--- config.mk ---
export PLATFORM = sky130hd
export DESIGN_NAME = cond_flag_unit_flat
export DESIGN_NICKNAME = d
export VERILOG_FILES = /design/src/rtl/cond_flag_if.sv /design/src/rtl/cond_flag_unit.sv /design/src/flat_wrapper.sv
export SDC_FILE = /design/constraint.sdc
export NUM_CORES = 1
export LEC_CHECK = 0
export CORE_MARGIN = 5
export CORE_UTILIZATION = 30
export DETAILED_ROUTE_END_ITERATION = 6
export HOLD_SLACK_MARGIN = 0.12
export PLACE_DENSITY = 0.66
export SYNTH_ARGS = -nofsm -noshare
export SYNTH_HDL_FRONTEND = slang
export SYNTH_SLANG_ARGS = --single-unit
--- constraint.sdc ---
create_clock -name clk -period 1.9 [get_ports clk]
set_clock_uncertainty 0.05 [all_clocks]
set_input_delay 0.19 -clock clk [delete_from_list [all_inputs] [get_ports clk]]
set_output_delay 0.19 -clock clk [all_outputs]
set_load 0.03 [all_outputs]
--- src/rtl/cond_flag_if.sv ---
// Execute-stage flag/condition bundle between the issuing pipeline
// and cond_flag_unit. master drives the instruction, slave consumes it.
interface cond_flag_if;
    logic       valid_in;
    logic [3:0] cond;
    logic [1:0] flag_write;
    logic [3:0] alu_flags;
    logic       reg_w_in;
    logic       mem_w_in;
    logic       pcs_in;
    logic       stall;
    logic       flush;
    logic       cond_ex;
    logic [3:0] flags_q;
    logic       valid_out;
    logic       reg_write;
    logic       mem_write;
    logic       pcsrc;

    modport master (
        output valid_in, cond, flag_write, alu_flags,
        output reg_w_in, mem_w_in, pcs_in, stall, flush,
        input  cond_ex, flags_q, valid_out,
        input  reg_write, mem_write, pcsrc
    );

    modport slave (
        input  valid_in, cond, flag_write, alu_flags,
        input  reg_w_in, mem_w_in, pcs_in, stall, flush,
        output cond_ex, flags_q, valid_out,
        output reg_write, mem_write, pcsrc
    );
endinterface

--- src/rtl/cond_flag_unit.sv ---
// NZCV register, ARMv4 condition check and EX/MEM gated-enable stage.
// Define COND_MISS_CNT_EN to add the cond_miss_cnt squash counter.
module cond_flag_unit #(
    parameter logic [3:0] FLAG_RST = 4'b0000
`ifdef COND_MISS_CNT_EN
    ,
    parameter int CNT_W = 16
`endif
) (
    input  logic              clk,
    input  logic              rst,
    cond_flag_if.slave        bus
`ifdef COND_MISS_CNT_EN
    ,
    output logic [CNT_W-1:0]  cond_miss_cnt
`endif
);

    logic [3:0] flags_r;
    logic       valid_r;
    logic       rw_r;
    logic       mw_r;
    logic       pcs_r;
    logic       pass;
    logic       go;
    logic       n, z, c, v;

    assign {n, z, c, v} = flags_r;

    // Condition field against the held flags (never the live ALU flags)
    always_comb begin
        pass = 1'b1;
        unique case (bus.cond)
            4'h0:    pass = z;
            4'h1:    pass = !z;
            4'h2:    pass = c;
            4'h3:    pass = !c;
            4'h4:    pass = n;
            4'h5:    pass = !n;
            4'h6:    pass = v;
            4'h7:    pass = !v;
            4'h8:    pass = c & !z;
            4'h9:    pass = !c | z;
            4'hA:    pass = (n == v);
            4'hB:    pass = (n != v);
            4'hC:    pass = !z & (n == v);
            4'hD:    pass = z | (n != v);
            default: pass = 1'b1;
        endcase
    end

    assign go = bus.valid_in & pass & !bus.flush;

    // NZCV register: per-pair load only for an executing, non-stalled op
    always_ff @(posedge clk) begin
        if (rst) begin
            flags_r <= FLAG_RST;
        end else if (!bus.stall && go) begin
            if (bus.flag_write[1]) flags_r[3:2] <= bus.alu_flags[3:2];
            if (bus.flag_write[0]) flags_r[1:0] <= bus.alu_flags[1:0];
        end
    end

    // EX/MEM stage: flush wins over stall and clears the stage
    always_ff @(posedge clk) begin
        if (rst || bus.flush) begin
            valid_r <= 1'b0;
            rw_r    <= 1'b0;
            mw_r    <= 1'b0;
            pcs_r   <= 1'b0;
        end else if (!bus.stall) begin
            valid_r <= go;
            rw_r    <= go & bus.reg_w_in;
            mw_r    <= go & bus.mem_w_in;
            pcs_r   <= go & bus.pcs_in;
        end
    end

`ifdef COND_MISS_CNT_EN
    // Count real instructions squashed by their condition; wraps freely
    always_ff @(posedge clk) begin
        if (rst) begin
            cond_miss_cnt <= '0;
        end else if (!bus.stall && bus.valid_in && !bus.flush && !pass) begin
            cond_miss_cnt <= cond_miss_cnt + 1'b1;
        end
    end
`endif

    assign bus.cond_ex   = pass;
    assign bus.flags_q   = flags_r;
    assign bus.valid_out = valid_r;
    assign bus.reg_write = rw_r;
    assign bus.mem_write = mw_r;
    assign bus.pcsrc     = pcs_r;

endmodule

--- src/flat_wrapper.sv ---
// flat-port wrapper written by rule: the top's interface ports become plain ports
module cond_flag_unit_flat 
#(
    parameter logic [3:0] FLAG_RST = 4'b0000

)
  (clk, rst, bus_valid_in, bus_cond, bus_flag_write, bus_alu_flags, bus_reg_w_in, bus_mem_w_in, bus_pcs_in, bus_stall, bus_flush, bus_cond_ex, bus_flags_q, bus_valid_out, bus_reg_write, bus_mem_write, bus_pcsrc);
  cond_flag_if bus_i ();
  input  logic clk;
  input  logic rst;
  input wire logic [$bits(bus_i.valid_in)-1:0] bus_valid_in;
  input wire logic [$bits(bus_i.cond)-1:0] bus_cond;
  input wire logic [$bits(bus_i.flag_write)-1:0] bus_flag_write;
  input wire logic [$bits(bus_i.alu_flags)-1:0] bus_alu_flags;
  input wire logic [$bits(bus_i.reg_w_in)-1:0] bus_reg_w_in;
  input wire logic [$bits(bus_i.mem_w_in)-1:0] bus_mem_w_in;
  input wire logic [$bits(bus_i.pcs_in)-1:0] bus_pcs_in;
  input wire logic [$bits(bus_i.stall)-1:0] bus_stall;
  input wire logic [$bits(bus_i.flush)-1:0] bus_flush;
  output wire logic [$bits(bus_i.cond_ex)-1:0] bus_cond_ex;
  output wire logic [$bits(bus_i.flags_q)-1:0] bus_flags_q;
  output wire logic [$bits(bus_i.valid_out)-1:0] bus_valid_out;
  output wire logic [$bits(bus_i.reg_write)-1:0] bus_reg_write;
  output wire logic [$bits(bus_i.mem_write)-1:0] bus_mem_write;
  output wire logic [$bits(bus_i.pcsrc)-1:0] bus_pcsrc;
  assign bus_i.valid_in = bus_valid_in;
  assign bus_i.cond = bus_cond;
  assign bus_i.flag_write = bus_flag_write;
  assign bus_i.alu_flags = bus_alu_flags;
  assign bus_i.reg_w_in = bus_reg_w_in;
  assign bus_i.mem_w_in = bus_mem_w_in;
  assign bus_i.pcs_in = bus_pcs_in;
  assign bus_i.stall = bus_stall;
  assign bus_i.flush = bus_flush;
  assign bus_cond_ex = bus_i.cond_ex;
  assign bus_flags_q = bus_i.flags_q;
  assign bus_valid_out = bus_i.valid_out;
  assign bus_reg_write = bus_i.reg_write;
  assign bus_mem_write = bus_i.mem_write;
  assign bus_pcsrc = bus_i.pcsrc;
  cond_flag_unit #(.FLAG_RST(FLAG_RST)) u_core (.clk(clk), .rst(rst), .bus(bus_i));
endmodule
==> run metrics <==
htree depth=1; most frequent cells in the layout=clkdlybuf4s50_1 (21), buf_4 (10), nand2b_1 (9); cell total after placement=115; global-route usage over all layers=about 12%; DRC viols=0; Top FF cell, synth=dfxtp_1; largest net degree at the start of global routing=10; r2r endpoint=u_core.bus.flags_q[0]; clock transition at the registers of the reported paths=around 0.05 ns; CTS Hold Bufs=0; drt pass-1 iters=1; diodes inserted=0; TritonCTS clock tree=built; max incr delay on CP=0.37 ns; slowest CP cell=dfxtp_4; Async SR Flop Fraction=0%; final-stage net count=about 110; status=finished clean; Seq/Total Area, Yosys=29.09%; Max Slew Vio Count=0; GPL Wtd Cong=roughly 0.80; final hold violation count=0; initial core utilization=31.88%; worst setup path class=reg2out; antenna-violating nets left=0; Hold WS=roughly 0.42 ns; post-synthesis instance area=550.5 um2; FF-to-FF Start=u_core.bus.flags_q[0]; core footprint=1727 um2; storage element area=165.2 um2; reg2reg path depth=5; Mapped Avg Cell Area=9.492 um2; Worst Tran Pin Value=roughly 0.48 ns; CP max FO=6; Yosys reg bits=8; num rows=15; Lkg Pwr=approximately 0.35 nW; via density per instance=about 5.0; port buffer count=26; WL final=1597 um; HPWL after detailed placement=1235 um; die span in x=roughly 53 um; Final Critical Period=between 1.5 and 2 ns; postcts setup bufs=0; commonest non-fill, non-tap cell in the layout=clkdlybuf4s50_1; num ports=27; Setup crit end=bus_cond_ex; RSZ-0062 raised after global routing=false; highest clock rate=between 0.5 and 0.6 GHz; Cell variety after synth=31; max_cap viols=0; layout cells sized above 1=~28%; area of the multi-input gates=436.7 um2; max_slew headroom=68.07%; HP Class=reg2reg; yosys warns=0; final cycle utilization of the critical path=a little over nine tenths; WP data arrival=1.60 ns; Startpoint Class=flip-flop; synthesized net count=76; grt ovf=0; DR iter-0 viols=0; Root Buffer=clkbuf_4; vias in the first global route=626; antenna violations before repair=0; VDD IR max=between 300 and 400 uV; worst path cell trace=xnor2_2 > a21o_2 > a31oi_4 > nand3_4 > buf_4; CP startpoint=u_core.bus.flags_q[0]; CP Data Required Time=~1.7 ns; # setup viols final=0; Die ar.=2792 um2; non-filler cells, final=118; Reg2Reg Setup Slack=between 0.2 and 0.25 ns; clock buffer depth=2; CP Capture Type=output port; CTS Sinks=8; clk_lat worst skew=roughly 0.25 ns; WL/cell=about 14 um; Fillers=173; first-pass GRT wire length=approximately 2500 um; PwrDens=446.1 nW/um2; Synth Instances=58; Die Ht=between 50 and 60 um; count of flip-flops with a built-in enable after synthesis=0; via count=590; CTS Buf Count=3; Area Overhead vs Synth=78.64%
==> synth_stat cells, types with 2 or more instances <==
| library cell | instances | area share, % |
|---|---|---|
| nand2b_1 | 9 | 10 |
| dfxtp_1 | 8 | 29 |
| mux2i_1 | 6 | 11 |
| a32o_1 | 3 | 5.5 |
| nand3b_1 | 3 | 4.1 |
| a21oi_1 | 2 | 1.8 |
| a31oi_1 | 2 | 2.3 |
| nor3b_1 | 2 | 2.7 |
==> critical path, delay by kind of cell (launching register included) <==
kind | cells | cell delay (ns)
compound gates | 2 | 0.49
xor+xnor | 1 | 0.17
buf+inv | 1 | 0.20
flops | 1 | 0.37
simple gates | 1 | 0.13
==> kinds of logic after synthesis <==
| logic type | synth area share [%] |
|---|---|
| DFF | 29.09 |
| AOI/OAI and AO/OA | 24.55 |
| xor gates and xnor gates | 1.591 |
| muxes | 15.68 |
| and+or+nand+nor | 25.91 |
| buffers and inverters | 3.179 |
==> metrics by stage <==
stage	total power [W]	setup WS, ns	utilization [%]	cell area, um2	setup TNS, ns
6_report	0.0004387	0.05753	56.96	983.4	0
5_1_grt	0.0004603	0.002662	56.96	983.4	0
3_3_place_gp	0.0003024	-0.1598	51.88	895.9	-0.9981
4_1_cts	0.0004404	0.01097	54.49	940.9	0
2_1_floorplan	0.0002350	0.09913	-	553.0	0
3_5_place_dp	0.0003038	-0.1774	51.88	895.9	-1.159
==> registers in the layout (all words and copies together), names as in the netlist <==
signal	cells
u_core.bus.mem_write	1
u_core.bus.pcsrc	1
u_core.bus.reg_write	1
u_core.bus.valid_out	1
u_core.bus.flags_q	4
==> report_power, final <==
part	switching [W]	internal [W]	total (W)
logic	0.0000612	0.0000759	0.000137
registers	0.00000293	0.000170	0.000172
clock network	0.0000569	0.0000722	0.000129
==> how the worst min path moves through the flow <==
stage / cells past startpoint / endpoint / from / slack [ns]
floorplan: 2 / u_core.bus.flags_q[0] / bus_alu_flags[0] / 0.29
detailed placement: 1 / u_core.bus.reg_write / u_core.bus.reg_write / 0.41
global placement: 1 / u_core.bus.pcsrc / u_core.bus.pcsrc / 0.40
global route: 1 / u_core.bus.reg_write / u_core.bus.reg_write / 0.45
finish: 1 / u_core.bus.pcsrc / u_core.bus.pcsrc / 0.42
CTS: 1 / u_core.bus.reg_write / u_core.bus.reg_write / 0.42
==> cell type report <==
cell class,instances,share of cell area (%)
well taps,25,3.181
repair buffers,35,32.95
clock buffers,3,2.290
multi-input cells,46,44.40
flip-flops and latches,8,16.79
inverters,1,0.3817
==> timing repair <==
action	CTS	global route
resized for setup	6	8
pin swaps	2	0
endpoints found under the setup margin	1	1
==> per-layer routing <==
layer	vias to the layer above	part of all wire [%]	GRT usage [%]
li1	292	-	-
met3	4	12	5.698
met1	270	39	11.86
met4	0	1.2	7.234
met5	-	0	0
met2	24	48	21.69
No activity file was read; power rests on OpenSTA's default activity.
